File: config.mk
export PLATFORM = sky130hd
export DESIGN_NAME = conv3x3_scheduler
export DESIGN_NICKNAME = d
export VERILOG_FILES = /design/src/rtl/conv_pkg.sv /design/src/rtl/MAC.sv /design/src/rtl/conv_line_buffer.sv /design/src/rtl/conv3x3_scheduler.sv
export SDC_FILE = /design/constraint.sdc
export NUM_CORES = 2
export LEC_CHECK = 0
export CORE_UTILIZATION = 30
export DETAILED_ROUTE_END_ITERATION = 8
export PLACE_DENSITY_LB_ADDON = 0.12
export SLEW_MARGIN = 10
export SYNTH_ARGS = -nofsm -noshare
export SYNTH_HDL_FRONTEND = slang
export SYNTH_SLANG_ARGS = --single-unit
export TNS_END_PERCENT = 30
File: constraint.sdc
create_clock -name clk -period 10.1 [get_ports clk]
set_input_delay 2.02 -clock clk [delete_from_list [all_inputs] [get_ports clk]]
set_output_delay 2.02 -clock clk [all_outputs]
set_load 0.02 [all_outputs]
File: src/rtl/conv_pkg.sv
// Shared definitions for the 3x3 convolution scheduler: default sizes,
// FSM state encoding and the window packing helper.
package conv_pkg;

    localparam int unsigned DefDataSize     = 8;
    localparam int unsigned DefKernelWidth  = 3;
    localparam int unsigned DefKernelLength = 3;

    typedef enum logic [1:0] {
        StIdle   = 2'd0,
        StStream = 2'd1,
        StFlush  = 2'd2
    } conv_state_e;

    // Bit offset of window element (row i top->bottom, column j left->right).
    function automatic int unsigned win_offset(input int unsigned i, input int unsigned j,
                                               input int unsigned data_size);
        return (i * DefKernelWidth + j) * data_size;
    endfunction

endpackage

File: src/rtl/MAC.sv
// Combinational 3x3 multiply-accumulate: unsigned sum of element-wise
// products plus bias, saturated to the all-ones value of DATA_SIZE bits.
module MAC #(
    parameter int unsigned DATA_SIZE     = 8,
    parameter int unsigned KERNEL_WIDTH  = 3,
    parameter int unsigned KERNEL_LENGTH = 3
) (
    input  logic [DATA_SIZE*KERNEL_WIDTH*KERNEL_LENGTH-1:0] map_in,
    input  logic [DATA_SIZE*KERNEL_WIDTH*KERNEL_LENGTH-1:0] kernel_in,
    input  logic [DATA_SIZE-1:0]                            bias_in,
    output logic [DATA_SIZE-1:0]                            mac_out
);
    localparam int unsigned Taps = KERNEL_WIDTH * KERNEL_LENGTH;
    localparam int unsigned AccW = 2 * DATA_SIZE + $clog2(Taps) + 1;

    logic [AccW-1:0] acc;

    // Full-precision accumulation; no intermediate overflow possible at AccW.
    always_comb begin
        acc = AccW'(bias_in);
        for (int k = 0; k < Taps; k++) begin
            acc = acc + AccW'(map_in[k*DATA_SIZE +: DATA_SIZE])
                      * AccW'(kernel_in[k*DATA_SIZE +: DATA_SIZE]);
        end
    end

    assign mac_out = (acc > AccW'({DATA_SIZE{1'b1}})) ? {DATA_SIZE{1'b1}} : acc[DATA_SIZE-1:0];

endmodule

File: src/rtl/conv_line_buffer.sv
// Two column-indexed line buffers holding the previous two image rows.
// Contents are never cleared; rows 0-1 of each frame refill them.
module conv_line_buffer #(
    parameter int unsigned  DATA_SIZE = 8,
    parameter int unsigned  DEPTH     = 8,
    localparam int unsigned IdxW      = (DEPTH > 1) ? $clog2(DEPTH) : 1
) (
    input  logic                 clk_i,
    input  logic                 we_i,
    input  logic [IdxW-1:0]      idx_i,
    input  logic [DATA_SIZE-1:0] data_i,
    output logic [DATA_SIZE-1:0] line0_o,
    output logic [DATA_SIZE-1:0] line1_o
);
    logic [DATA_SIZE-1:0] line0_q [DEPTH];
    logic [DATA_SIZE-1:0] line1_q [DEPTH];

    assign line0_o = line0_q[idx_i];
    assign line1_o = line1_q[idx_i];

    // Push the new pixel down the column: line0 -> line1, pixel -> line0.
    always_ff @(posedge clk_i) begin
        if (we_i) begin
            line1_q[idx_i] <= line0_q[idx_i];
            line0_q[idx_i] <= data_i;
        end
    end

endmodule

File: src/rtl/conv3x3_scheduler.sv
// Streams a raster-ordered feature map through a 3x3 MAC (stride 1, no
// padding) and registers each result behind a valid/ready handshake.
module conv3x3_scheduler
    import conv_pkg::*;
#(
    parameter int unsigned DATA_SIZE     = DefDataSize,
    parameter int unsigned KERNEL_WIDTH  = DefKernelWidth,
    parameter int unsigned KERNEL_LENGTH = DefKernelLength,
    parameter int unsigned MAP_WIDTH     = 8,
    parameter int unsigned MAP_HEIGHT    = 8
) (
    input  logic                                            clk,
    input  logic                                            rst,
    input  logic                                            start,
    input  logic [DATA_SIZE*KERNEL_WIDTH*KERNEL_LENGTH-1:0] kernel_in,
    input  logic [DATA_SIZE-1:0]                            bias_in,
    input  logic                                            pix_valid,
    output logic                                            pix_ready,
    input  logic [DATA_SIZE-1:0]                            pix_data,
    output logic                                            out_valid,
    input  logic                                            out_ready,
    output logic [DATA_SIZE-1:0]                            out_data,
    output logic                                            out_last,
    output logic                                            busy,
    output logic                                            done
);
    localparam int unsigned Taps = KERNEL_WIDTH * KERNEL_LENGTH;
    localparam int unsigned ColW = $clog2(MAP_WIDTH);
    localparam int unsigned RowW = $clog2(MAP_HEIGHT);

    conv_state_e                 state_q, state_d;
    logic [ColW-1:0]             col_q, col_d;
    logic [RowW-1:0]             row_q, row_d;
    logic [DATA_SIZE*Taps-1:0]   kernel_q, kernel_d;
    logic [DATA_SIZE-1:0]        bias_q, bias_d;
    logic [DATA_SIZE-1:0]        out_data_q, out_data_d;
    logic                        out_valid_q, out_valid_d;
    logic                        out_last_q, out_last_d;
    logic                        done_q, done_d;

    // Two most recent window columns; the third comes straight from the input.
    logic [DATA_SIZE-1:0]        win_q [3][2];
    logic [DATA_SIZE-1:0]        col_new [3];
    logic [DATA_SIZE-1:0]        line0_rd, line1_rd;
    logic [DATA_SIZE*Taps-1:0]   map_in;
    logic [DATA_SIZE-1:0]        mac_out;
    logic                        pix_accept, win_complete, last_pix;

    assign pix_ready    = (state_q == StStream) && (!out_valid_q || out_ready);
    assign pix_accept   = pix_valid && pix_ready;
    assign win_complete = (row_q >= RowW'(2)) && (col_q >= ColW'(2));
    assign last_pix     = (row_q == RowW'(MAP_HEIGHT - 1)) && (col_q == ColW'(MAP_WIDTH - 1));

    assign out_valid = out_valid_q;
    assign out_data  = out_data_q;
    assign out_last  = out_last_q;
    assign busy      = (state_q != StIdle);
    assign done      = done_q;

    conv_line_buffer #(
        .DATA_SIZE (DATA_SIZE),
        .DEPTH     (MAP_WIDTH)
    ) u_line_buffer (
        .clk_i   (clk),
        .we_i    (pix_accept),
        .idx_i   (col_q),
        .data_i  (pix_data),
        .line0_o (line0_rd),
        .line1_o (line1_rd)
    );

    assign col_new[0] = line1_rd;
    assign col_new[1] = line0_rd;
    assign col_new[2] = pix_data;

    // The MAC sees the post-shift window so the result registers on the same edge.
    for (genvar gi = 0; gi < 3; gi++) begin : g_pack
        assign map_in[win_offset(gi, 0, DATA_SIZE) +: DATA_SIZE] = win_q[gi][0];
        assign map_in[win_offset(gi, 1, DATA_SIZE) +: DATA_SIZE] = win_q[gi][1];
        assign map_in[win_offset(gi, 2, DATA_SIZE) +: DATA_SIZE] = col_new[gi];
    end

    MAC #(
        .DATA_SIZE     (DATA_SIZE),
        .KERNEL_WIDTH  (KERNEL_WIDTH),
        .KERNEL_LENGTH (KERNEL_LENGTH)
    ) u_mac (
        .map_in    (map_in),
        .kernel_in (kernel_q),
        .bias_in   (bias_q),
        .mac_out   (mac_out)
    );

    // Next-state: frame sequencing, raster counters and the output register.
    always_comb begin
        state_d     = state_q;
        row_d       = row_q;
        col_d       = col_q;
        kernel_d    = kernel_q;
        bias_d      = bias_q;
        out_valid_d = out_valid_q && !out_ready;
        out_data_d  = out_data_q;
        out_last_d  = out_last_q;
        done_d      = 1'b0;
        unique case (state_q)
            StIdle: begin
                if (start) begin
                    state_d  = StStream;
                    kernel_d = kernel_in;
                    bias_d   = bias_in;
                    row_d    = '0;
                    col_d    = '0;
                end
            end
            StStream: begin
                if (pix_accept) begin
                    if (col_q == ColW'(MAP_WIDTH - 1)) begin
                        col_d = '0;
                        row_d = row_q + 1'b1;
                    end else begin
                        col_d = col_q + 1'b1;
                    end
                    if (win_complete) begin
                        out_valid_d = 1'b1;
                        out_data_d  = mac_out;
                        out_last_d  = last_pix;
                    end
                    if (last_pix) begin
                        state_d = StFlush;
                    end
                end
            end
            StFlush: begin
                if (out_valid_q && out_ready && out_last_q) begin
                    state_d = StIdle;
                    done_d  = 1'b1;
                end
            end
            default: state_d = StIdle;
        endcase
    end

    // Control and output state register.
    always_ff @(posedge clk or posedge rst) begin
        if (rst) begin
            state_q     <= StIdle;
            row_q       <= '0;
            col_q       <= '0;
            kernel_q    <= '0;
            bias_q      <= '0;
            out_valid_q <= 1'b0;
            out_data_q  <= '0;
            out_last_q  <= 1'b0;
            done_q      <= 1'b0;
        end else begin
            state_q     <= state_d;
            row_q       <= row_d;
            col_q       <= col_d;
            kernel_q    <= kernel_d;
            bias_q      <= bias_d;
            out_valid_q <= out_valid_d;
            out_data_q  <= out_data_d;
            out_last_q  <= out_last_d;
            done_q      <= done_d;
        end
    end

    // Shift the window left by one column on every accepted pixel.
    always_ff @(posedge clk or posedge rst) begin
        if (rst) begin
            for (int i = 0; i < 3; i++) begin
                win_q[i][0] <= '0;
                win_q[i][1] <= '0;
            end
        end else if (pix_accept) begin
            for (int i = 0; i < 3; i++) begin
                win_q[i][0] <= win_q[i][1];
                win_q[i][1] <= col_new[i];
            end
        end
    end

endmodule

==> impl_metrics.py <==
metrics = {
    "synth": {
        "yosys_warnings": 0,
        "synth-edff-count": 128,
        "synth.top_cell.area_share_pct": 34.3,
        "synth-xor-area-share_pct": 0.586,
        "synth_area_leaders": "fa_1 34%, edfxtp_1 12%, dfrtp_1 12%",
        "synth-simple-area-share_pct": 13.6,
        "yosysMostFrequentCell": "inv_1",
        "synth.mux.area_fraction_pct": 4.30,
        "synth_flop_cell": "dfrtp_1",
        "synth_top_family_by_area": "adder cells",
        "synthesis.instances": 2970,
        "post_syn_area_per_cell_um2": 10.6,
        "share_of_async_settable_or_async_resettable_flops_after_synthesis_pct": 53.5,
        "yosysTopAreaCell": "fa_1",
        "synth_fp_nets": 3881,
        "ys_types": 53,
        "synth_compound_area_share_pct": 2.87,
        "synth-seq-area-share_pct": 24.0,
        "synth-adder-area-share_pct": 45.5,
        "syn_area_um2": 31400,
        "ys_ff_latch": 275,
        "synth.top_cells.by_count": "672 x inv_1, 538 x fa_1, 356 x nand2_1, 342 x and2_1, 280 x ha_1",
    },
    "floorplanning": {
        "row_count": 118,
        "dieWidth_um": 325,
        "height_of_the_die_um": 325,
        "floorplan.core_area_um2": 104000,
        "effective_utilization_at_floorplan_pct": 30.3,
        "fp.dieArea_um2": 106000,
        "top_level_ports": 106,
    },
    "clock_network": {
        "clock-root-buffer": "clkbuf_16",
        "cts_sinks": 275,
        "clk_pin_slew_worst_paths_ps": 60,
        "clock_path_buffers": 3,
        "clk-insertion-delay-late_ps": 620,
        "ctsHtreeMaxLevel": 2,
        "numCtsBuffers": 37,
        "buffer_count_from_post_cts_setup_fixing": 0,
        "tritoncts": "built",
    },
    "sta": {
        "layout_worst_path_cycle_share_pct": 96.1,
        "maxSlewHeadroom_pct": 21.7,
        "fin_crit_ps": 9710,
        "timing.final.setup_violations": 0,
        "max_slew.worst_pin.slew_ps": 1170,
        "maxClockFrequency_ghz": 0.103,
        "rsz_0062_raised_after_global_routing": "no",
        "maxSlewViolCount": 0,
        "fin_worst_skew_ps": 46.9,
        "final-hold-violation-count": 0,
    },
    "placed_design": {
        "port_buffers": 105,
        "dp_hpwl_um": 76200,
        "gp_congestion": 0.885,
    },
    "grt": {
        "grt.overflow.total": 0,
        "grt_pass1_vias": 23163,
        "grt_usage_pct": 18.1,
        "wire_length_of_the_first_global_routing_pass_um": 144000,
        "grt_start_max_net_pins": 62,
        "grt_antenna_before_repair": 2,
    },
    "route": {
        "detail_route.drc_violations": 0,
        "drt_iter0_drc": 869,
        "first_pass_iters": 5,
        "detailroute.via_count": 20225,
        "detail_route.wl_per_cell_um": 20.2,
        "avgViaCountPerCell": 4.47,
        "route.final.wire_length_um": 91500,
        "drtAntennaViolNets": 0,
    },
    "finish": {
        "post-route-util_pct": 34.7,
        "synthToLayoutAreaGrowth_pct": 14.6,
        "nets": 4029,
        "antennaDiodeCount": 0,
        "drive_gt1_share_pct": 8.49,
    },
    "worst_setup_path": {
        "timing.critical_path.to_type": "flip-flop",
        "crit_path_category": "primary input to flip-flop",
        "kind_of_start_point_of_the_critical_path": "primary input",
        "critical-path-slowest-cell": "fa_1",
        "path_max_fanout": 8,
        "timing.critical_path.mode_cell": "fa_1",
        "cp_slowest_stage_delay_ps": 550,
        "worst_ep_required_time_ps": 10570,
        "worst-endpoint-arrival_ps": 10180,
    },
    "min_path": {
        "type_of_the_tightest_min_delay_check": "flip-flop to flip-flop",
    },
    "status": {
        "status": "finished clean",
    },
    "job": {
        "max_cap_viol_count": 0,
    },
}
[layout make-up]
cell class	count	area (µm²)
Timing Repair Buffer	196	1840
Multi-Input combinational cell	1936	21100
Clock inverter	18	241
Clock buffer	49	1040
Inverter	672	2530
Fill cell	10504	67700
Tap cell	1380	1730
Sequential cell	275	7520
[critical path: cells and delay by family]
family | cells | cell delay, ps
fa+ha+maj | 11 | 5290
compound gates | 5 | 760
buf+inv | 9 | 1210
xor+xnor | 1 | 150
simple gates | 3 | 770
[placed cells by master, fill, tap and decap left out, drive strengths merged, types with 4 or more instances in the layout]
master	n
ha	280
edfxtp	128
xnor2	11
a221oi	18
and2	342
mux2i	12
a211oi	4
a21oi	41
nor2	47
mux4	10
o21ai	36
a21o	7
inv	673
bufinv	5
buf	90
nand2b	16
dfrtp	147
nand2	356
nand4	4
fa	538
mux2	89
nor2b	35
xor2	10
clkinv	9
nor3	18
clkdlybuf4s50	105
a31oi	6
o22ai	8
and3	5
clkbuf	50
a22oi	6
nand3	10
[cell families (layout without fill, tap and decap cells)]
| group | Yosys count | count (layout) |
|---|---|---|
| XOR/XNOR | 21 | 21 |
| AO/OA/AOI/OAI | 142 | 142 |
| buffers and inverters | 759 | 935 |
| AND/OR/NAND/NOR | 844 | 844 |
| multiplexers | 111 | 111 |
| flip-flops | 275 | 275 |
| adder cells (fa/ha/maj) | 818 | 818 |
[metrics by stage]
stage               hold slack, ps  setup TNS, ps  setup WS [ps]  area [µm²]  cells
CTS                            525              0            255       35900   4525
finish                         528              0            390       36000   4526
floorplan                      463              0            644       31400   2970
global route                   560              0           67.4       36000   4526
detailed placement             513          -1460           -187       34600   4458
global placement               501          -1800           -228       34600   4458
[flip-flops by register name, summed over array words and instances (netlist names), 2 cells and up]
signal	flops
u_line_buffer.line0_q	64
u_line_buffer.line1_q	64
col_q	3
state_q	2
map_in	48
out_data	8
kernel_q	72
row_q	3
bias_q	8
[final timing paths]
check / to / cells after the start / startpoint / slack, ps
max: out_data[6]$_DFFE_PP0P_ / 29 / pix_data[3] / 390
min in group asynchronous: kernel_q[11]$_DFFE_PP0P_ / 2 / rst / 1760
min reg2reg: state_q[0]$_DFFE_PP0P_ / 1 / state_q[1]$_DFFE_PP0P_ / 530
max in group asynchronous: col_q[0]$_DFFE_PP0P_ / 3 / rst / 7000
max reg2reg: out_data[6]$_DFFE_PP0P_ / 30 / col_q[2]$_DFFE_PP0P_ / 430
min: state_q[0]$_DFFE_PP0P_ / 1 / state_q[1]$_DFFE_PP0P_ / 530
[what timing repair did]
action / CTS / global route
hold buffers: 0 / 0
resized for setup: 0 / 6
setup endpoints to repair: 0 / 8
[metal layers]
metal | global-route usage (%) | up-vias | share of wire (%)
met1 | 24.0 | 10512 | 44
met5 | 0 | - | 0
met2 | 31.0 | 268 | 50
met4 | 4.73 | 0 | 2.4
met3 | 2.30 | 89 | 3.3
li1 | - | 9356 | -
Power is left out: the tool's default activity adds up to more than one toggle a clock period on the data nets, which glitch-free logic cannot reach.
==> edit 1, RTL diff (same settings) <==
Change the parameter `MAP_WIDTH` from 8 to 16.
--- a/src/rtl/conv3x3_scheduler.sv
+++ b/src/rtl/conv3x3_scheduler.sv
@@ -6,7 +6,7 @@
     parameter int unsigned DATA_SIZE     = DefDataSize,
     parameter int unsigned KERNEL_WIDTH  = DefKernelWidth,
     parameter int unsigned KERNEL_LENGTH = DefKernelLength,
-    parameter int unsigned MAP_WIDTH     = 8,
+    parameter int unsigned MAP_WIDTH     = 16,
     parameter int unsigned MAP_HEIGHT    = 8
 ) (
     input  logic                                            clk,
Formal check against the unedited RTL: same outputs for any inputs over 4 cycles, from zero or initial values and one cycle with rst high; that may be too few to reach the edited logic, so the function may still have changed.
==> edit 1 against the original RTL <==
Highest routed layer is now met5; cell area increased by 16%; maximum frequency shrank 1.0%; first-iteration DRC count grew 25%; cell count increased by 9.4%; wire length grew 15%; die area up 16%; synthesized area grew 16%; setup slack worse by 0.10 ns; register-to-register slack worse by 0.14 ns; sequential cell count grew 129.
Power is left out: the tool's default activity adds up to more than one toggle a clock period on the data nets, which glitch-free logic cannot reach.
==> edit 1: results (changes against the original RTL) <==
The run finished with clean final reports. The initial antenna violation count came out at 2 (unchanged). The synthesized design spends more area on one cell type than any other, namely fa_1. The worst setup path is captured at a flop. The length of the first detailed-routing pass in iterations came to 5 (unchanged). The worst relative slew slack came out at 25.4% (+3.7 points). The number of nets at the end of the flow is 4208 (+4.4%).

The number of enable-type register cells in the synthesized netlist is 256 (+100%). The share of flip-flops with an asynchronous set or reset after synthesis is 36.6% (-17 points). Clock-pin slew was measured on the worst setup and hold paths at 0.05 ns. The first-pass GRT wire length is 162 mm (+13%). The total nets after synthesis is 4041 (+4.1%).

The minimum setup slack after placement is -0.335 ns (-0.149 ns). The most instantiated flip-flop cell in the synthesis netlist is edfxtp_1. The critical-path cell with the highest stage delay is fa_2.

The number of design-rule violations left by the first detailed-router iteration was 1086 (+25%). The layout cell share with drive strength beyond 1 was 12.1% (+3.7 points). The synthesis warning total is 0 (unchanged). The maximum level of the CTS H-tree came to 2 (unchanged). The via count of the first global-routing pass came out at 24300 (+4.8%).

The largest net degree at the start of global routing was 63 (+1.6%). The largest fanout of any net on the critical path came out at 10 (+2). The ratio of routed vias to standard cells came to 4.43 (-0.84%). The clock latency on the worst-skew pair is 0.64 ns (+0.02 ns). The cell count of the worst reg-to-reg path is 28 (-6.7%). The wire length per cell is 21.3 µm (+5.5%). The count of input and output buffers is 105 (unchanged). The share of the clock period used by the worst path after layout came to 97.1% (+0.99 points). The half-perimeter wire length after placement is 83.9 mm (+10%). The number of buffers on the longest clock path came out at 3 (unchanged). The clock root buffer master is clkbuf_16. The register-to-register setup slack came out at 0.29 ns (-0.14 ns). The number of distinct library cells after synthesis came out at 54 (+1.9%). The largest stage delay on the critical path came out at 0.64 ns (+0.09 ns).

The startpoint of the worst setup timing path is col_q[0]$_DFFE_PP0P_. The setup clock skew after layout came out at 0.0381 ns (-0.00875 ns). The sequential element share of the synthesized area is 31.4% (+7.4 points).

The placer's final routability congestion estimate came to 0.873 (-1.4%). The data arrival time of the critical path is 10.30 ns (+0.12 ns). By area the synthesized netlist is led by fa_1 30%, edfxtp_1 21%, dfrtp_1 10%. The min-delay analysis places its worst path in the category flop to flop.

The global routing usage summed across all routing layers came out at 18.1% (+0.022 points). In this run the worst setup path terminates at out_data[6]$_DFFE_PP0P_. The largest registers in the layout are u_line_buffer.line0_q: 128 flops, u_line_buffer.line1_q: 128 flops, kernel_q: 72 flops. On the critical path the largest part of the delay comes from adder cells. The number of CTS-inserted buffers came to 50 (+35%). Sorting the synthesized cells by how often they occur yields 661 x inv_1, 538 x fa_1, 419 x nand2_1.
## edit 1: cell types whose count changed after synthesis, moves of 11 or more
cell      unedited run  this run
a221oi_1            18         0
inv_1              672       661
mux2_2              89        75
a21oi_1             41        27
mux4_2              10        80
edfxtp_1           128       256
nor2b_1             35         4
clkbuf_1            73        98
nand2_1            356       419
## edit 1: per-layer routing
layer / part of all wire (%) / vias up / wire length (µm) / track usage [%]
met5: 0.0085 / - / 9 / 0
met4: 2.3 / 2 / 2430 / 4.21
met3: 3.3 / 114 / 3470 / 2.52
met2: 48 / 294 / 51000 / 30.3
met1: 46 / 11400 / 48700 / 24.8
li1: - / 10100 / - / -
## edit 1: worst reg2reg max path: cells and delay by family (launching register included)
kind                     cells  cell delay [ns]
AO/OA/AOI/OAI                7             1.16
adder cells (fa/ha/maj)     11             5.62
buffers and inverters        6             0.85
flip-flops                   1             0.49
multiplexers                 2             1.04
AND/OR/NAND/NOR              2             0.53
## edit 1: cells by family after synthesis
group / Yosys count / share of synthesized area, %
simple gates: 853 / 11.5
fa+ha+maj: 818 / 39.4
buf+inv: 777 / 8.07
mux: 157 / 7.35
flops: 404 / 31.4
compound gates: 99 / 1.79
xor+xnor: 22 / 0.531
## edit 1: final cells by class
type | instances | area, µm²
Timing Repair Buffer | 231 | 2190
Fill cell | 12000 | 78100
Sequential cell | 404 | 11400
Antenna cell | 3 | 7.51
Tap cell | 1612 | 2020
Clock buffer | 64 | 1330
Clock inverter | 27 | 334
Multi-Input combinational cell | 1949 | 22100
Inverter | 661 | 2490
## edit 1: how the worst min path moves through the flow
stage                                      start                      to  depth (start not counted)
after floorplan           state_q[1]$_DFFE_PP0P_  state_q[0]$_DFFE_PP0P_                          1
after global placement    state_q[1]$_DFFE_PP0P_  state_q[0]$_DFFE_PP0P_                          1
after detailed placement  state_q[1]$_DFFE_PP0P_  state_q[0]$_DFFE_PP0P_                          1
after CTS                 state_q[1]$_DFFE_PP0P_  state_q[0]$_DFFE_PP0P_                          1
after global routing      state_q[1]$_DFFE_PP0P_  state_q[0]$_DFFE_PP0P_                          1
final                      bias_q[0]$_DFFE_PP0P_   bias_q[0]$_DFFE_PP0P_                          1
## edit 1: repair_timing
item / in CTS / in global routing
resized for setup: 0 / 34
endpoints found under the setup margin: 1 / 8
pin swaps: 0 / 8
setup buffers: 3 / 18
gates cloned: 0 / 1
## edit 1: through the flow
step                util, %  hold slack (ns)  setup TNS (ns)  cells  cell area (µm²)
global route           34.9            0.559         -0.0107   4948            41900
global placement       33.3            0.500           -2.63   4835            39900
floorplan                 -            0.458               0   3130            36300
CTS                    34.7            0.515               0   4929            41600
detailed placement     33.3            0.500           -2.65   4835            39900
finish                 34.9            0.512               0   4951            41900
==> edit 2, RTL diff (config.mk and constraints unchanged) <==
Made on the original files. The 3 states of `conv_state_e` get a one-hot encoding in 3 bits.
--- a/src/rtl/conv_pkg.sv
+++ b/src/rtl/conv_pkg.sv
@@ -6,10 +6,10 @@
     localparam int unsigned DefKernelWidth  = 3;
     localparam int unsigned DefKernelLength = 3;
 
-    typedef enum logic [1:0] {
-        StIdle   = 2'd0,
-        StStream = 2'd1,
-        StFlush  = 2'd2
+    typedef enum logic [2:0] {
+        StIdle   = 3'b001,
+        StStream = 3'b010,
+        StFlush  = 3'b100
     } conv_state_e;
 
     // Bit offset of window element (row i top->bottom, column j left->right).
Function: no difference found for any inputs over 4 cycles, from zero or initial values and one cycle with rst high; so few cycles prove little.
==> edit 2 against the original RTL <==
Synthesized area is 0.56% lower; core utilization is 0.58 points higher; clock skew decreased by 0.011 ns; setup slack worse by 0.060 ns; via count increased by 0.47%; hold slack lost 0.011 ns; highest routed layer unchanged; critical path depth shrank 1; sequential cell count is 1 higher; cell area up 0.52%; register-to-register slack about the same; critical endpoint is now out_data[4]$_DFFE_PP0P_; wire length increased by 2.3%; sequential share of layout area about the same.
Power is left out: the tool's default activity adds up to more than one toggle a clock period on the data nets, which glitch-free logic cannot reach.
==> edit 2: results (changes against the original RTL) <==
Yosys attributes the largest share of cell area to fa_1 35%, edfxtp_1 12%, dfrtp_1 12%. The global-route met2 utilization came out at 30.4% (-0.57 points). The total nets after synthesis came to 3870 (-0.28%). The cell count of the worst reg-to-reg path was 34 (+13%). The synthesized area per cell came out at 10.5 µm² (-0.19%). The startpoint identified for the worst register-to-register timing path is col_q[0]$_DFFE_PP0P_. The via count of the first global-routing pass came out at 23000 (-0.84%). The measured slew at the worst slew-check pin came out at 1.23 ns (+0.0603 ns). The sequential element share of the synthesized area is 24.2% (+0.22 points). The layout cell share with drive strength beyond 1 is 8.72% (+0.24 points). The post-placement cell area came out at 34700 µm² (about the same). The number of design-rule violations left by the first detailed-router iteration was 1083 (+25%). The detailed-route wire length on metal 1 came out at 44.7 mm (+9.8%). The placed instance count came out at 4447 (-0.25%). The initial antenna violation count came out at 3 (+1). The worst hold margin is 0.517 ns (-0.0109 ns). The vias after detailed routing is 20300 (+0.47%).

The largest net degree at the start of global routing is 60 (-3.2%). The non-filler instance count after layout came out at 4521 (-0.11%). The met3 wire length is 2.91 mm (-4.4%). By count the netlist is led by 672 x inv_1, 538 x fa_1, 378 x and2_1. The run finished with clean final reports.

The number of enable-type register cells in the synthesized netlist is 128 (unchanged). The fraction of met1 tracks used by global routing is 26.2% (+2.2 points). In this run the worst setup path terminates at out_data[4]$_DFFE_PP0P_. The setup clock skew after layout came to 0.0359 ns (-0.0110 ns). The number of nets at the end of the flow came out at 4035 (+0.15%). The layer flagged by global routing as most heavily used is met2. The placer's final routability congestion estimate came out at 0.906 (+2.4%).

The sum of met2 wire segment lengths after detailed routing is 44.5 mm (-2.6%). The type of the most critical hold path is flop to flop. The global routing usage summed across all routing layers came out at 18.4% (+0.36 points). The final-layout fill cell count is 10400 (-1.3%).

The first-pass GRT wire length is 147 mm (+2.0%). The wire length per cell was 20.7 µm (+2.4%). The number of distinct library cells after synthesis came out at 67 (+26%). The share of flip-flops with an asynchronous set or reset after synthesis is 53.6% (+0.17 points). The half-perimeter wire length after placement is 76.1 mm (-0.18%). The data arrival time of the critical path came out at 10.24 ns (+0.06 ns). The share of the clock period used by the worst path after layout came out at 96.7% (+0.59 points).
[edit 2: cell type report]
type | count | area (µm²) | area share (%)
Inverter | 673 | 2530 | 7.00
Tap cell | 1368 | 1710 | 4.74
Multi-Input combinational cell | 1921 | 20900 | 57.9
Timing Repair Buffer | 215 | 2140 | 5.92
Sequential cell | 276 | 7550 | 20.9
Clock buffer | 48 | 997 | 2.76
Clock inverter | 19 | 274 | 0.758
Antenna cell | 1 | 2.50 | 0.00692
[edit 2: worst max-delay path: cells and delay by family]
kind / cells / cell delay (ns)
and+or+nand+nor: 1 / 0.09
buffers and inverters: 8 / 1.12
AOI/OAI and AO/OA: 8 / 1.78
adders and majority gates: 11 / 5.23
[edit 2: kinds of logic (layout without fill, tap and decap cells)]
kind of cell / after synthesis / in the layout / share of synthesized area, %
AO/OA/AOI/OAI: 159 / 159 / 3.67
XOR/XNOR: 21 / 21 / 0.590
adder cells (fa/ha/maj): 818 / 818 / 45.8
buffers and inverters: 762 / 955 / 9.21
flip-flops: 276 / 276 / 24.2
multiplexers: 76 / 76 / 2.74
other: 0 / 1 / 0
AND/OR/NAND/NOR: 847 / 847 / 13.8
[edit 2: worst min path at each step]
stage | from | to | cells past startpoint
global placement | state_q[2]$_DFFE_PP0P_ | state_q[1]$_DFFE_PP0P_ | 1
detailed placement | row_q[0]$_DFFE_PP0P_ | row_q[0]$_DFFE_PP0P_ | 1
finish | row_q[0]$_DFFE_PP0P_ | row_q[0]$_DFFE_PP0P_ | 1
floorplan | state_q[2]$_DFFE_PP0P_ | state_q[1]$_DFFE_PP0P_ | 1
CTS | row_q[0]$_DFFE_PP0P_ | row_q[0]$_DFFE_PP0P_ | 1
global route | row_q[0]$_DFFE_PP0P_ | row_q[0]$_DFFE_PP0P_ | 1
